<file path="src/rtl/led_frame_receiver.sv">
// led_frame_receiver
// Receives 16-bit frames from the LED shift-chain link (data, shift clock,
// active-low latch). All three serial lines are oversampled in the i_CLK
// domain and the frame is rebuilt in the driver's bit order (8..15 then 0..7).
// Optional feature: define LED_FRAME_RECEIVER_LENGTH_CHECK_EN to flag frames
// whose length is not exactly 16 bits on o_FrameErr instead of delivering them.

module led_frame_receiver #(
    parameter int SYNC_STAGES = 2
) (
    input  logic        i_CLK,
    input  logic        i_RESET,
    input  logic        i_SerCLK,
    input  logic        i_SerData,
    input  logic        i_SerLatch,
    output logic [15:0] o_Data16,
    output logic        o_Valid,
    output logic        o_FrameErr,
    output logic [4:0]  o_BitCount
);

    typedef enum logic [1:0] {
        IDLE  = 2'd0,
        SHIFT = 2'd1,
        OVER  = 2'd2
    } state_t;

    localparam logic [4:0] FULL_COUNT = 5'd16;
    localparam logic [4:0] OVER_COUNT = 5'd17;

    // Synchronizer chains; the last element of each is the usable sample.
    logic [SYNC_STAGES-1:0] sclk_sync_p0;
    logic [SYNC_STAGES-1:0] sdata_sync_p0;
    logic [SYNC_STAGES-1:0] slatch_sync_p0;
    logic                   sclk_prev_p1;

    logic sclk_s;
    logic sdata_s;
    logic slatch_s;
    logic sclk_event;

    state_t      state;
    state_t      state_next;
    logic [4:0]  bit_count;
    logic [4:0]  bit_count_next;
    logic [15:0] shadow;
    logic [15:0] shadow_next;
    logic [15:0] data_next;
    logic        valid_next;
    logic        err_next;
    logic [3:0]  bit_index;

    // Shift each serial line through its synchronizer chain.
    always_ff @(posedge i_CLK or posedge i_RESET) begin
        if (i_RESET) begin
            sclk_sync_p0   <= '0;
            sdata_sync_p0  <= '0;
            slatch_sync_p0 <= '0;
        end else begin
            sclk_sync_p0   <= {sclk_sync_p0[SYNC_STAGES-2:0],   i_SerCLK};
            sdata_sync_p0  <= {sdata_sync_p0[SYNC_STAGES-2:0],  i_SerData};
            slatch_sync_p0 <= {slatch_sync_p0[SYNC_STAGES-2:0], i_SerLatch};
        end
    end

    // Edge-history flop on the synchronized serial clock.
    always_ff @(posedge i_CLK or posedge i_RESET) begin
        if (i_RESET) begin
            sclk_prev_p1 <= 1'b0;
        end else begin
            sclk_prev_p1 <= sclk_s;
        end
    end

    assign sclk_s     = sclk_sync_p0[SYNC_STAGES-1];
    assign sdata_s    = sdata_sync_p0[SYNC_STAGES-1];
    assign slatch_s   = slatch_sync_p0[SYNC_STAGES-1];
    assign sclk_event = sclk_s & ~sclk_prev_p1;

    // The driver sends the high byte first, so bit k lands at index k XOR 8.
    assign bit_index = {~bit_count[3], bit_count[2:0]};

    // FSM state register.
    always_ff @(posedge i_CLK or posedge i_RESET) begin
        if (i_RESET) begin
            state <= IDLE;
        end else begin
            state <= state_next;
        end
    end

    // Next-state, bit capture and frame-close decisions on each SCLK event.
    always_comb begin
        state_next     = state;
        bit_count_next = bit_count;
        shadow_next    = shadow;
        data_next      = o_Data16;
        valid_next     = 1'b0;
        err_next       = 1'b0;

        if (sclk_event) begin
            if (slatch_s) begin
                // Latch high: a data bit is on the line.
                case (state)
                    IDLE: begin
                        shadow_next[bit_index] = sdata_s;
                        bit_count_next         = bit_count + 5'd1;
                        state_next             = SHIFT;
                    end
                    SHIFT: begin
                        if (bit_count == FULL_COUNT) begin
                            // 17th bit: the frame is already too long, drop it.
                            bit_count_next = OVER_COUNT;
                            state_next     = OVER;
                        end else begin
                            shadow_next[bit_index] = sdata_s;
                            bit_count_next         = bit_count + 5'd1;
                        end
                    end
                    OVER: begin
                        bit_count_next = OVER_COUNT;
                    end
                    default: begin
                        state_next = IDLE;
                    end
                endcase
            end else begin
                // Latch low: close the frame; the data line is ignored here.
                if (bit_count == FULL_COUNT) begin
                    data_next  = shadow;
                    valid_next = 1'b1;
                end else begin
`ifdef LED_FRAME_RECEIVER_LENGTH_CHECK_EN
                    err_next = 1'b1;
`else
                    // Partial or overlong frames are delivered as captured.
                    if (bit_count != 5'd0) begin
                        data_next  = shadow;
                        valid_next = 1'b1;
                    end
`endif
                end
                state_next     = IDLE;
                bit_count_next = 5'd0;
                shadow_next    = 16'h0000;
            end
        end
    end

    // Frame assembly registers and the registered outputs.
    always_ff @(posedge i_CLK or posedge i_RESET) begin
        if (i_RESET) begin
            bit_count  <= 5'd0;
            shadow     <= 16'h0000;
            o_Data16   <= 16'h0000;
            o_Valid    <= 1'b0;
            o_FrameErr <= 1'b0;
        end else begin
            bit_count  <= bit_count_next;
            shadow     <= shadow_next;
            o_Data16   <= data_next;
            o_Valid    <= valid_next;
            o_FrameErr <= err_next;
        end
    end

    assign o_BitCount = bit_count;

endmodule

</file>
<file path="config.mk">
export PLATFORM = sky130hd
export DESIGN_NAME = led_frame_receiver
export DESIGN_NICKNAME = d
export VERILOG_FILES = /design/src/rtl/led_frame_receiver.sv
export SDC_FILE = /design/constraint.sdc
export NUM_CORES = 1
export LEC_CHECK = 0
export BUFFER_PORTS_ARGS = -buffer_cell sky130_fd_sc_hd__buf_2
export CORE_ASPECT_RATIO = 0.8
export CORE_MARGIN = 5
export CORE_UTILIZATION = 55
export CTS_CLUSTER_DIAMETER = 30
export DETAILED_ROUTE_END_ITERATION = 8
export PLACE_DENSITY = 0.82
export SYNTH_ARGS = -nofsm -noshare
export SYNTH_HDL_FRONTEND = slang
export SYNTH_SLANG_ARGS = --single-unit
</file>
<file path="constraint.sdc">
create_clock -name i_CLK -period 3.5 [get_ports i_CLK]
set_clock_uncertainty 0.05 [all_clocks]
set_input_delay 0.525 -clock i_CLK [delete_from_list [all_inputs] [get_ports i_CLK]]
set_output_delay 0.525 -clock i_CLK [all_outputs]
set_load 0.03 [all_outputs]
</file>
---- Yosys cells after proc, flatten, opt, wreduce, memory -nomap -nowiden ----
Cells that the tools add are included.
storage, ports and cells
  register bits after elaboration ......... 47
  bits of input ports ..................... 5
  output and inout port bits .............. 23
cells by class
  add/sub/neg operators ................... 1
  $lt $le $gt $ge ......................... 2
  equal/unequal tests ..................... 8
  muxes and demuxes ....................... 18
  bitwise logic cells ..................... 4
  reduce and logical (&&, ||, !) cells .... 8
operators by type and width
  cell                                                               number
  two-way mux 16 bit                                                 4
  one-hot mux 16 bit (2 select lines)                                1
  bitwise mux 16 bit                                                 1
  one-hot mux 5 bit (3 select lines)                                 1
  two-way mux 5 bit                                                  2
  AND reduction 3 bit                                                3
  inequality test 3 bit, second input constant                       2
  one-hot mux 2 bit (3 select lines)                                 1
  adder 5 x 1 -> 5 bit, second input constant                        1
  == test 5 bit, second input constant                               1
  < comparator 4 x 5 -> 1 bit, second input constant                 1
  two-way mux 1 bit                                                  5
  nonzero test 5 bit                                                 1
  demux 1 bit (select 4 bit)                                         1
  greater-or-equal comparator 4 x 1 -> 1 bit, second input constant  1
  two-way mux 2 bit                                                  2
  inequality test 4 x 1 -> 1 bit, second input constant              1
  inequality test 3 x 1 -> 1 bit, second input constant              1
  inverter 1 bit                                                     3
  == test 2 x 1 -> 1 bit, second input constant                      1
  == test 2 bit, second input constant                               1
  zero test 2 bit                                                    1
  inequality test 2 bit, second input constant                       1
  AND reduction 2 bit                                                1
  3 further kinds                                                    3

---- Logic depth before layout (Yosys ltp) ----
Gate-level depths: netlist of the first run.
  depth after elaboration ................. 9
  mapped depth ............................ 7

---- Worst setup path before layout of the first run ----
OpenSTA, ideal clock, no wires.
  kind .................................... register to register
  start ................................... reg bit_count[0] (netlist: o_BitCount[0])
  end ..................................... reg o_Data16[0]
  library setup time ...................... 0.125 ns
  arrival time ............................ 2.078 ns
  setup slack ............................. 1.247 ns
  stages on the path, launching flop included .. 7
  buffers on the path ..................... 2
  cells stage by stage .................... dfrtp_1 inv_1 ha_1 clkbuf_1 a311oi_4 buf_6 mux2_2
between the ends
  word-level cells in the longest chain between the ends .. 3
  elaborated cells between the ends (all ways) .. 5
  those cells by class .................... 1 x eq/ne; 1 x mux; 3 x reduce/logical
RTL lines
  item                                                 line      text
  start, declared                                      44        logic [4:0] bit_count;
  start signal, assigned                               159       bit_count <= bit_count_next;
  == test 5 bit or nonzero test 5 bit (tied branches)  129, 137
  nonzero test 2 bit (no line)                         -
  AND reduction 3 bit (no line)                        -
  end signal, assigned                                 161       o_Data16 <= data_next;
  end, declared                                        16        output logic [15:0] o_Data16,
Parallel ways exist; a longest one is shown, timed or not.
A chain may end at the register's enable or synchronous reset.

---- Final worst setup path of the first run ----
  start ................................... reg bit_count[0] (netlist: o_BitCount[0])
  end ..................................... reg shadow[15]
between the ends
  word-level cells in the longest chain between the ends .. 8
  elaborated cells between the ends (all ways) .. 12
  those cells by class .................... 2 x order compare; 2 x eq/ne; 6 x mux; 2 x reduce/logical
RTL lines
  item                                                                                                             line      text
  < comparator 4 x 5 -> 1 bit (implied by the code) or greater-or-equal comparator 4 x 1 -> 1 bit (tied branches)  106, 116
  logical AND 1 bit (implied by the code)                                                                          106, 116
  two-way mux 1 bit (implied by the code)                                                                          106, 116
  demux 1 bit (select 4 bit)                                                                                       106, 116
  bitwise mux 16 bit                                                                                               106, 116
  two-way mux 16 bit                                                                                               111       if (bit_count == FULL_COUNT) begin
  one-hot mux 16 bit (2 select lines)                                                                              104       case (state)
  two-way mux 16 bit                                                                                               102       if (slatch_s) begin
  end signal, assigned                                                                                             160       shadow <= shadow_next;
  end, declared                                                                                                    46        logic [15:0] shadow;
Parallel ways exist; a longest one is shown, timed or not. The select of a mux whose other input is x is not followed.

==> results of run 1 <==
## state kept, by name (all words and copies together) (netlist names)
register        flops
slatch_sync_p0      2
o_BitCount          5
sclk_sync_p0        2
sdata_sync_p0       2
sclk_prev_p1        1
o_Data16           16
o_Valid             1
shadow             16
state               2
## worst max path at each step
stage                                    from                      end  slack [ps]  depth (start not counted)
floorplan           o_BitCount[0]$_DFFE_PP0P_  o_Data16[0]$_DFFE_PP0P_        1250                          6
global placement    o_BitCount[0]$_DFFE_PP0P_    shadow[3]$_DFFE_PP0P_        1080                          6
detailed placement  o_BitCount[0]$_DFFE_PP0P_   shadow[15]$_DFFE_PP0P_         960                          6
CTS                 o_BitCount[0]$_DFFE_PP0P_   shadow[15]$_DFFE_PP0P_         950                          6
global route        o_BitCount[0]$_DFFE_PP0P_   shadow[15]$_DFFE_PP0P_         710                          6
finish              o_BitCount[0]$_DFFE_PP0P_   shadow[15]$_DFFE_PP0P_         900                          6
## placed cells by master (no fill, tap or decap), types with 2 or more instances in the layout
| cell type | netlist | routed |
|---|---|---|
| nand3_1 | 9 | 9 |
| o221ai_1 | 2 | 2 |
| nand2_1 | 23 | 23 |
| inv_1 | 8 | 7 |
| mux2_2 | 16 | 16 |
| a21bo_2 | 11 | 11 |
| a21oi_1 | 3 | 3 |
| nor2_1 | 3 | 3 |
| dfrtp_1 | 47 | 47 |
| ha_1 | 8 | 8 |
| nand2b_1 | 2 | 2 |
| o21ai_0 | 6 | 6 |
| clkbuf_8 | 0 | 5 |
| nor2b_1 | 2 | 2 |
| a22o_1 | 2 | 2 |
| buf_2 | 3 | 26 |
| and2_1 | 2 | 2 |
| a32o_1 | 14 | 14 |
| clkinv_2 | 0 | 3 |
## power by group through the flow
stage          registers (uW)  clock network, uW  logic (uW)
2_1_floorplan             761                  0         395
3_3_place_gp              702                  0         575
3_5_place_dp              705                  0         582
4_1_cts                   695                325         584
5_1_grt                   711                347         643
6_report                  695                314         585
## worst reg2reg max path, delay by kind of cell, from the launching register on
family | cells | cell delay (ps)
buf+inv | 1 | 100
simple gates | 2 | 500
compound gates | 2 | 1010
flops | 1 | 470
fa+ha+maj | 1 | 350
## kinds of logic (layout without fill, tap and decap cells)
| logic type | Yosys count | after routing | synth area share, % |
|---|---|---|---|
| adder cells (fa/ha/maj) | 8 | 8 | 4.40 |
| flip-flops | 47 | 47 | 51.6 |
| other | 1 | 1 | 0.165 |
| multiplexers | 17 | 17 | 8.35 |
| buffers and inverters | 23 | 42 | 5.11 |
| AO/OA/AOI/OAI | 44 | 44 | 17.6 |
| AND/OR/NAND/NOR | 53 | 53 | 12.7 |
## stage by stage
step | instance area [sq um] | cells
after floorplan | 2280 | 193
after detailed placement | 2390 | 259
after CTS | 2470 | 267
final | 2470 | 267
after global placement | 2390 | 259
after global routing | 2470 | 267
## cell type report
| type | instances | area (sq um) |
|---|---|---|
| fillers | 333 | 1430 |
| flip-flops and latches | 47 | 1180 |
| multi-input cells | 123 | 985 |
| repair buffers | 26 | 130 |
| clock buffers | 5 | 68.8 |
| well taps | 55 | 68.8 |
| inverters | 8 | 30.0 |
| clock inverters | 3 | 15.0 |
## metal layers
layer	part of all wire, %	up-vias
met2	45	43
met4	2.4	0
met1	47	749
met3	5.6	11
met5	0	-
li1	-	733
## cell usage after synthesis (3+ instances only)
library cell	instances
o21ai_0	6
clkbuf_1	6
nand2_1	23
inv_1	8
mux2_2	16
a21bo_2	11
a32o_1	14
buf_2	3
a21oi_1	3
ha_1	8
dfrtp_1	47
nand3_1	9
nor2_1	3
buf_4	3
==> flow_metrics.env, run 1 <==
export IMPL_ys_ff_latch=47
export IMPL_syn2layout_area_growth_pct=8.63
export IMPL_cts_tree="yes"
export IMPL_syn_area_per_cell_sq_um=11.8
export IMPL_drv_slew=0
export IMPL_synth_area_sq_mm=0.00228
export IMPL_endpoint_kind="flop"
export IMPL_pwr_share_clk_pct=19.7
export IMPL_layout_setup_ws_ps=900
export IMPL_path_cells="inv_1 -> ha_1 -> and4bb_2 -> a211oi_2 -> nand2_1 -> a32o_1"
export IMPL_power_density_mw_per_mm2=645
export IMPL_clk_path_buf_depth=2
export IMPL_swShare_pct=39.7
export IMPL_ff2ff_setup_slack_ps=900
export IMPL_timing_rr_end="shadow[15]$_DFFE_PP0P_"
export IMPL_clkLatencyLatePin_ps=300
export IMPL_yosysTopAreaCellShare_pct=51.6
export IMPL_cts_resized=0
export IMPL_busiest_layer="met2"
export IMPL_io_pins=28
export IMPL_min_path_cells=1
export IMPL_drt_initial_drc_count=112
export IMPL_fin_util_pct=63.4
export IMPL_holdBufCountCts=0
export IMPL_path_max_fanout=15
export IMPL_switchingPower_uw=633
export IMPL_dp_hpwl_microns=2900
export IMPL_r2r_cells=6
export IMPL_crit_slowest_cell="a211oi_2"
export IMPL_gp_congestion=0.855
export IMPL_synth_area_leaders="dfrtp_1, mux2_2, a32o_1"
export IMPL_ys_async_sr_fraction_pct=100
export IMPL_required_ps=3640
export IMPL_synth_top_area_cell="dfrtp_1"
export IMPL_routed_wl_microns=4240
export IMPL_timing_hold_ws_ps=277
export IMPL_slew_headroom_pct=36.7
export IMPL_vias_per_cell=5.75
export IMPL_rsz0062_at_grt="no"
export IMPL_n_antenna_cell=0
export IMPL_fin_setup_tns_ps=0
export IMPL_syn_nets=206
export IMPL_grt_max_degree=48
export IMPL_clkSinkCount=47
export IMPL_power_frac_seq_pct=43.6
export IMPL_hold_class="in -> reg"
export IMPL_crit_family="compound AO/OA/AOI/OAI gates"
export IMPL_numCtsBuffers=5
export IMPL_htreeDepth=2
export IMPL_power_uw=1590
export IMPL_grt_ovfl_total=0
export IMPL_drcViolationCount=0
export IMPL_core_sq_mm=0.00390
export IMPL_period_share_pct=74.3
export IMPL_clk_pin_slew_worst_paths_ps=80
export IMPL_crit_path_max_incr_delay_ps=750
export IMPL_vdd_drop_max_uv=359
export IMPL_nets=224
export IMPL_setup_viol=0
export IMPL_firstDrtPassIters=4
export IMPL_start_kind="flop"
export IMPL_hold_end="sdata_sync_p0[0]$_DFF_PP0_"
export IMPL_antenna_found_initial=0
export IMPL_met1_usage_pct=25.2
export IMPL_place_ws_ps=961
export IMPL_fp_dieH_microns=67.6
export IMPL_start_util_pct=58.3
export IMPL_grt_pass1_wl_microns=7330
export IMPL_cap_violations=0
export IMPL_fin_crit_ps=2600
export IMPL_vias=1536
export IMPL_p_int_uw=962
export IMPL_grt_use_met2_pct=25.8
export IMPL_die_area_sq_mm=0.00554
export IMPL_die_w_microns=81.9
export IMPL_ys_warn_count=0
export IMPL_synth_edff_count=0
export IMPL_portBuffers=26
export IMPL_worst_setup_path_type="reg -> reg"
export IMPL_crit_buf_inv=1
export IMPL_status="completed"
export IMPL_detail_route_antenna_nets=0
export IMPL_post_cts_setup_buffer_count=0
export IMPL_synth_ff_type="dfrtp_1"
export IMPL_layout_drive_gt1_share_pct=32.5
export IMPL_cts_root_buf="clkbuf_8"
export IMPL_crit_arrival_ps=2740
export IMPL_synthDistinctLibCells=41
export IMPL_grt_use_total_pct=17.8
export IMPL_post_drt_wl_per_cell_microns=15.9
export IMPL_hp_start="i_SerData"
export IMPL_grt_pass1_vias=1496
export IMPL_r2r_start="o_BitCount[0]$_DFFE_PP0P_"
export IMPL_max_freq_mhz=385
export IMPL_leakagePower_uw=0.00121
export IMPL_tightest_slew_ps=949
export IMPL_synth_seq_area_share_pct=51.6
export IMPL_hold_viol=0
export IMPL_rows=20
export IMPL_netlist_instances=193
export IMPL_grt_use_met3_pct=4.53
export IMPL_p_comb_share_pct=36.7
(Power assumes the default switching activity.)
==> run 2, diff against run 1 <==
--- a/config.mk
+++ b/config.mk
@@ -5,6 +5,7 @@
 export SDC_FILE = /design/constraint.sdc
 export NUM_CORES = 1
 export LEC_CHECK = 0
+export ABC_AREA = 1
 export BUFFER_PORTS_ARGS = -buffer_cell sky130_fd_sc_hd__buf_2
 export CORE_ASPECT_RATIO = 0.8
 export CORE_MARGIN = 5
==> constraint.sdc (replaced) <==
create_clock -name i_CLK -period 2.6 [get_ports i_CLK]
set_clock_uncertainty 0.05 [all_clocks]
set_input_delay 0.39 -clock i_CLK [delete_from_list [all_inputs] [get_ports i_CLK]]
set_output_delay 0.39 -clock i_CLK [all_outputs]
set_load 0.03 [all_outputs]
==> run 2 against run 1 <==
- synthesized area up 11%
- fmax rose by 44%
- power is 32% higher
- routed wire length increased by 12%
- synthesized cell count is 61% higher
- largest power group unchanged
==> flow_metrics.env, run 2 <==
export IMPL_grt_pass1_wl_microns=8160
export IMPL_die_w_microns=85.8
export IMPL_tightest_slew_ps=972
export IMPL_timing_hold_ws_ps=136
export IMPL_nets=345
export IMPL_drt_initial_drc_count=115
export IMPL_die_area_sq_mm=0.00606
export IMPL_n_antenna_cell=0
export IMPL_clkSinkCount=47
export IMPL_layout_setup_ws_ps=793
export IMPL_syn2layout_area_growth_pct=8.47
export IMPL_met1_usage_pct=23.2
export IMPL_yosysTopAreaCellShare_pct=46.6
export IMPL_detail_route_antenna_nets=0
export IMPL_core_sq_mm=0.00451
export IMPL_clk_path_buf_depth=2
export IMPL_hold_viol=0
export IMPL_worst_setup_path_type="reg -> reg"
export IMPL_numCtsBuffers=5
export IMPL_yosysMostFrequentCell="nand2_1"
export IMPL_setup_viol=0
export IMPL_clk_pin_slew_worst_paths_ps=90
export IMPL_grt_use_total_pct=17.0
export IMPL_n_fill_cell=427
export IMPL_period_share_pct=69.5
export IMPL_vias=1924
export IMPL_grt_pass1_vias=1752
export IMPL_dp_hpwl_microns=3310
export IMPL_max_freq_mhz=553
export IMPL_synthDistinctLibCells=26
export IMPL_synthTopCellsByCount="nand2_1, dfrtp_1, nand3_1"
export IMPL_finalNonFillerCells=393
export IMPL_grt_use_met2_pct=25.7
export IMPL_start_util_pct=56.0
export IMPL_synth_seq_area_share_pct=46.6
export IMPL_firstDrtPassIters=4
export IMPL_grt_use_met3_pct=5.47
export IMPL_slew_headroom_pct=35.1
export IMPL_post_cts_setup_buffer_count=0
export IMPL_routed_wl_microns=4730
export IMPL_synth_area_leaders="dfrtp_1, nand2_1, nand3_1"
export IMPL_netlist_instances=310
export IMPL_synth_top_area_cell="dfrtp_1"
export IMPL_dpl_cell_area_sq_mm=0.00263
export IMPL_clkLatencyLatePin_ps=300
export IMPL_rows=22
export IMPL_io_pins=28
export IMPL_ys_warn_count=0
export IMPL_busiest_layer="met2"
export IMPL_holdBufCountCts=0
export IMPL_grt_max_degree=48
export IMPL_gp_congestion=0.855
export IMPL_grt_ovfl_total=0
export IMPL_ys_async_sr_fraction_pct=100
export IMPL_fin_area_sq_mm=0.00274
export IMPL_vdd_drop_max_uv=520
export IMPL_cap_violations=0
export IMPL_synth_area_sq_mm=0.00253
export IMPL_syn_nets=323
export IMPL_path_max_fanout=17
export IMPL_start_kind="flop"
export IMPL_fp_dieH_microns=70.6
export IMPL_ys_ff_latch=47
export IMPL_synth_edff_count=0
export IMPL_status="completed"
export IMPL_place_ws_ps=766
export IMPL_cts_root_buf="clkbuf_8"
export IMPL_leakagePower_uw=0.00166
export IMPL_cts_resized=0
export IMPL_drcViolationCount=0
export IMPL_required_ps=2750
export IMPL_placedCellCount=385
export IMPL_vias_per_cell=4.90
export IMPL_antenna_found_initial=0
export IMPL_fin_crit_ps=1810
export IMPL_layout_commonest_cell="nand2_1"
export IMPL_drv_slew=0
export IMPL_portBuffers=26
export IMPL_fin_setup_tns_ps=0
export IMPL_rsz0062_at_grt="no"
export IMPL_power_density_mw_per_mm2=770
export IMPL_htreeDepth=2
export IMPL_syn_area_per_cell_sq_um=8.15
export IMPL_synth_ff_type="dfrtp_1"
export IMPL_post_drt_wl_per_cell_microns=12.0
export IMPL_hold_class="in -> reg"
export IMPL_crit_arrival_ps=1960
export IMPL_layout_drive_gt1_share_pct=20.4
export IMPL_cts_tree="yes"
export IMPL_final_cell_mix="nand2_1, dfrtp_1, nand3_1"
export IMPL_endpoint_kind="flop"
==> run 2: routing by layer <==
layer  share of wire, %  routed length [microns]  vias up
met5                  0                        0        -
li1                   -                        -      987
met4               0.70                       33        0
met3                5.9                      281        3
met1                 48                     2290      896
met2                 45                     2130       38
==> run 2: metrics by stage <==
stage	util, %	power (uW)
2_1_floorplan	-	1460
3_3_place_gp	58.2	1570
3_5_place_dp	58.2	1590
4_1_cts	60.7	2130
5_1_grt	60.7	2250
6_report	60.7	2110
==> run 2: worst paths after layout <==
check | start | to | slack (ps) | depth (start not counted)
worst max-delay path | o_BitCount[0]$_DFFE_PP0P_ | o_Data16[15]$_DFFE_PP0P_ | 790 | 9
worst min-delay path | i_SerCLK | sclk_sync_p0[0]$_DFF_PP0_ | 140 | 1
worst max register to register | o_BitCount[0]$_DFFE_PP0P_ | o_Data16[15]$_DFFE_PP0P_ | 790 | 9
worst min register to register | sclk_sync_p0[0]$_DFF_PP0_ | sclk_sync_p0[1]$_DFF_PP0_ | 300 | 0
max in group asynchronous | i_RESET | shadow[3]$_DFFE_PP0P_ | 1640 | 2
min in group asynchronous | i_RESET | shadow[12]$_DFFE_PP0P_ | 250 | 2
==> run 2: kinds of logic after synthesis <==
| family | after synthesis | synth area share (%) |
|---|---|---|
| AND/OR/NAND/NOR | 200 | 37.5 |
| buffers and inverters | 49 | 10.5 |
| flip-flops | 47 | 46.6 |
| XOR/XNOR | 2 | 0.694 |
| AO/OA/AOI/OAI | 3 | 0.594 |
| other | 1 | 0.148 |
| adder cells (fa/ha/maj) | 8 | 3.96 |
==> run 2: cell type report <==
class	instances	area, sq um	area share, %
Sequential cell	47	1180	42.9
Multi-Input combinational cell	214	1080	39.5
Inverter	38	163	5.94
Timing Repair Buffer	26	130	4.75
Tap cell	60	75.1	2.74
Clock buffer	5	68.8	2.51
Clock inverter	3	43.8	1.60
==> run 2: power breakdown <==
group	internal [uW]	switching (uW)	leakage, uW
sequential	809	85.4	0.000635
clock	287	259	0.0000581
combinational	213	457	0.000968
total	1310	802	0.00166
==> run 2: worst max-delay path: stages (launching register included) <==
cell,delay [ps]
dfrtp_1,460
inv_1,110
ha_1,310
inv_2,110
nor2_8,140
nand2_2,70
nand2_4,190
inv_6,120
nand2_1,80
nand2_1,50
==> run 3, diff against run 2 <==
==> constraint.sdc (replaced) <==
create_clock -name i_CLK -period 1.78 [get_ports i_CLK]
set_clock_uncertainty 0.05 [all_clocks]
set_input_delay 0.267 -clock i_CLK [delete_from_list [all_inputs] [get_ports i_CLK]]
set_output_delay 0.267 -clock i_CLK [all_outputs]
set_load 0.03 [all_outputs]
==> run 3 against run 2 <==
- die area unchanged
- cell area is 3.6% higher
- clock-buffer cell count stayed put
- worst setup slack got worse by 650 ps
- non-clock buffer count increased by 7
- final cell count increased by 1.8%
- clock power rose by 49%
- sequential share of layout area fell by 1.5 points
- critical path depth down 3
- first-iteration DRC count is 55% higher
- largest power group unchanged
- highest routed layer unchanged
==> flow_metrics.env, run 3 (synthesized netlist as in run 2, its figures left out) <==
export IMPL_clk_pin_slew_worst_paths_ps=90
export IMPL_grt_use_met3_pct=3.73
export IMPL_layout_drive_gt1_share_pct=22.1
export IMPL_crit_path_max_incr_delay_ps=670
export IMPL_routed_wl_microns=5310
export IMPL_drt_initial_drc_count=178
export IMPL_vias_per_cell=5.00
export IMPL_crit_slowest_cell="dfrtp_1"
export IMPL_path_max_fanout=9
export IMPL_grt_ovfl_total=0
export IMPL_firstDrtPassIters=4
export IMPL_cts_tree="yes"
export IMPL_busiest_layer="met2"
export IMPL_endpoint_kind="flop"
export IMPL_grt_use_total_pct=19.4
export IMPL_fin_crit_ps=1640
export IMPL_status="completed"
export IMPL_crit_path_frequent_cell="nand2_1"
export IMPL_grt_max_degree=26
export IMPL_cts_root_buf="clkbuf_8"
export IMPL_core_sq_mm=0.00451
export IMPL_power_density_mw_per_mm2=1120
export IMPL_required_ps=1940
export IMPL_post_drt_wl_per_cell_microns=13.3
export IMPL_hold_class="in -> reg"
export IMPL_crit_arrival_ps=1800
export IMPL_n_fill_cell=391
export IMPL_ff_latch_area_sq_mm=0.00118
export IMPL_syn2layout_area_growth_pct=12.4
export IMPL_clkSinkCount=47
export IMPL_leakagePower_uw=0.00170
export IMPL_grt_pass1_wl_microns=9340
export IMPL_hold_viol=0
export IMPL_max_freq_mhz=609
export IMPL_tightest_slew_ps=555
export IMPL_setup_viol=0
export IMPL_grt_pass1_vias=2008
export IMPL_fin_util_pct=62.9
export IMPL_gp_congestion=0.891
export IMPL_cap_violations=0
export IMPL_start_kind="flop"
export IMPL_start_util_pct=56.0
export IMPL_rows=22
export IMPL_layout_commonest_cell="nand2_1"
export IMPL_drcViolationCount=0
export IMPL_grt_use_met2_pct=30.6
export IMPL_fp_dieH_microns=70.6
export IMPL_antenna_found_initial=0
export IMPL_clkLatencyLatePin_ps=310
export IMPL_htreeDepth=2
export IMPL_die_w_microns=85.8
export IMPL_rsz0062_at_grt="no"
export IMPL_nets=352
export IMPL_path_cells="nand2_1 -> nor2_1 -> xor2_1 -> nand2_1 -> nand2_1 -> nand2_1"
export IMPL_place_ws_ps=150
export IMPL_fin_setup_tns_ps=0
export IMPL_crit_buf_inv=0
export IMPL_layout_setup_ws_ps=139
export IMPL_met1_usage_pct=26.8
export IMPL_vdd_drop_max_uv=764
export IMPL_worst_setup_path_type="reg -> reg"
export IMPL_post_cts_setup_buffer_count=0
export IMPL_multi_input_area_sq_mm=0.00109
export IMPL_period_share_pct=92.2
export IMPL_crit_family="flip-flops"
export IMPL_die_area_sq_mm=0.00606
export IMPL_n_antenna_cell=0
export IMPL_clk_path_buf_depth=2
export IMPL_io_pins=28
export IMPL_numCtsBuffers=5
export IMPL_final_cell_mix="nand2_1, dfrtp_1, nand3_1"
export IMPL_portBuffers=26
export IMPL_slew_headroom_pct=63.0
export IMPL_drv_slew=0
export IMPL_vias=1998
export IMPL_dp_hpwl_microns=3720
export IMPL_detail_route_antenna_nets=0
-- run 3: changes by cell type in the layout (fill, tap and decap cells not counted), sizes merged --
cell	delta
clkinvlp	+1
buf	+6
dlygate4sd3	+1
clkinv	-1
-- run 3: per-layer routing --
| layer | wire length [microns] | share of wire [%] | up-vias |
|---|---|---|---|
| met5 | 0 | 0 | - |
| met4 | 89 | 1.7 | 0 |
| met3 | 353 | 6.6 | 11 |
| met2 | 2400 | 45 | 69 |
| met1 | 2470 | 46 | 915 |
| li1 | - | - | 1003 |
-- run 3: layout make-up --
class                      instances  share of cell area (%)
sequential                        47                    41.4
multi-input combinational        214                    38.3
timing repair buffer              33                    7.84
inverter                          38                    5.77
tap                               60                    2.64
clock buffer                       5                    2.42
clock inverter                     3                    1.63
-- run 3: power breakdown --
group | total (uW) | internal (uW) | switching [uW] | leakage [uW]
Clock | 812 | 423 | 389 | 0.0000548
Sequential | 1300 | 1180 | 124 | 0.000635
Combinational | 1060 | 351 | 712 | 0.00102
Total | 3180 | 1960 | 1230 | 0.00170
-- run 3: timing repair --
action	CTS	global route
gates resized for setup	0	2
endpoints found under the hold margin	24	0
hold buffers	1	0
setup endpoints to repair	0	2
-- run 3: final timing paths --
check	start	endpoint	slack [ps]	depth (start not counted)
min in group asynchronous	i_RESET	o_Data16[5]$_DFFE_PP0P_	490	3
setup / recovery	o_BitCount[2]$_DFFE_PP0P_	o_BitCount[4]$_DFFE_PP0P_	140	6
hold reg to reg	sdata_sync_p0[0]$_DFF_PP0_	sdata_sync_p0[1]$_DFF_PP0_	310	0
setup reg to reg	o_BitCount[2]$_DFFE_PP0P_	o_BitCount[4]$_DFFE_PP0P_	140	6
hold / removal	i_SerCLK	sclk_sync_p0[0]$_DFF_PP0_	5	1
max in group asynchronous	i_RESET	o_BitCount[0]$_DFFE_PP0P_	680	4
-- run 3: worst reg2reg max path: stages (launching register included) --
cell     delay (ps)
dfrtp_1         670
nand2_1         180
nor2_1          230
xor2_1          210
nand2_1          80
nand2_1          70
nand2_1          40
-- run 3: metrics by stage --
| step | cell area [sq um] | std cells | total power [uW] | hold WS (ps) |
|---|---|---|---|---|
| floorplan | 2530 | 310 | 2130 | 248 |
| global placement | 2710 | 391 | 2320 | 283 |
| detailed placement | 2710 | 391 | 2370 | 288 |
| CTS | 2840 | 400 | 3180 | 4.68 |
| global route | 2840 | 400 | 3380 | 8.59 |
| finish | 2840 | 400 | 3180 | 5.08 |
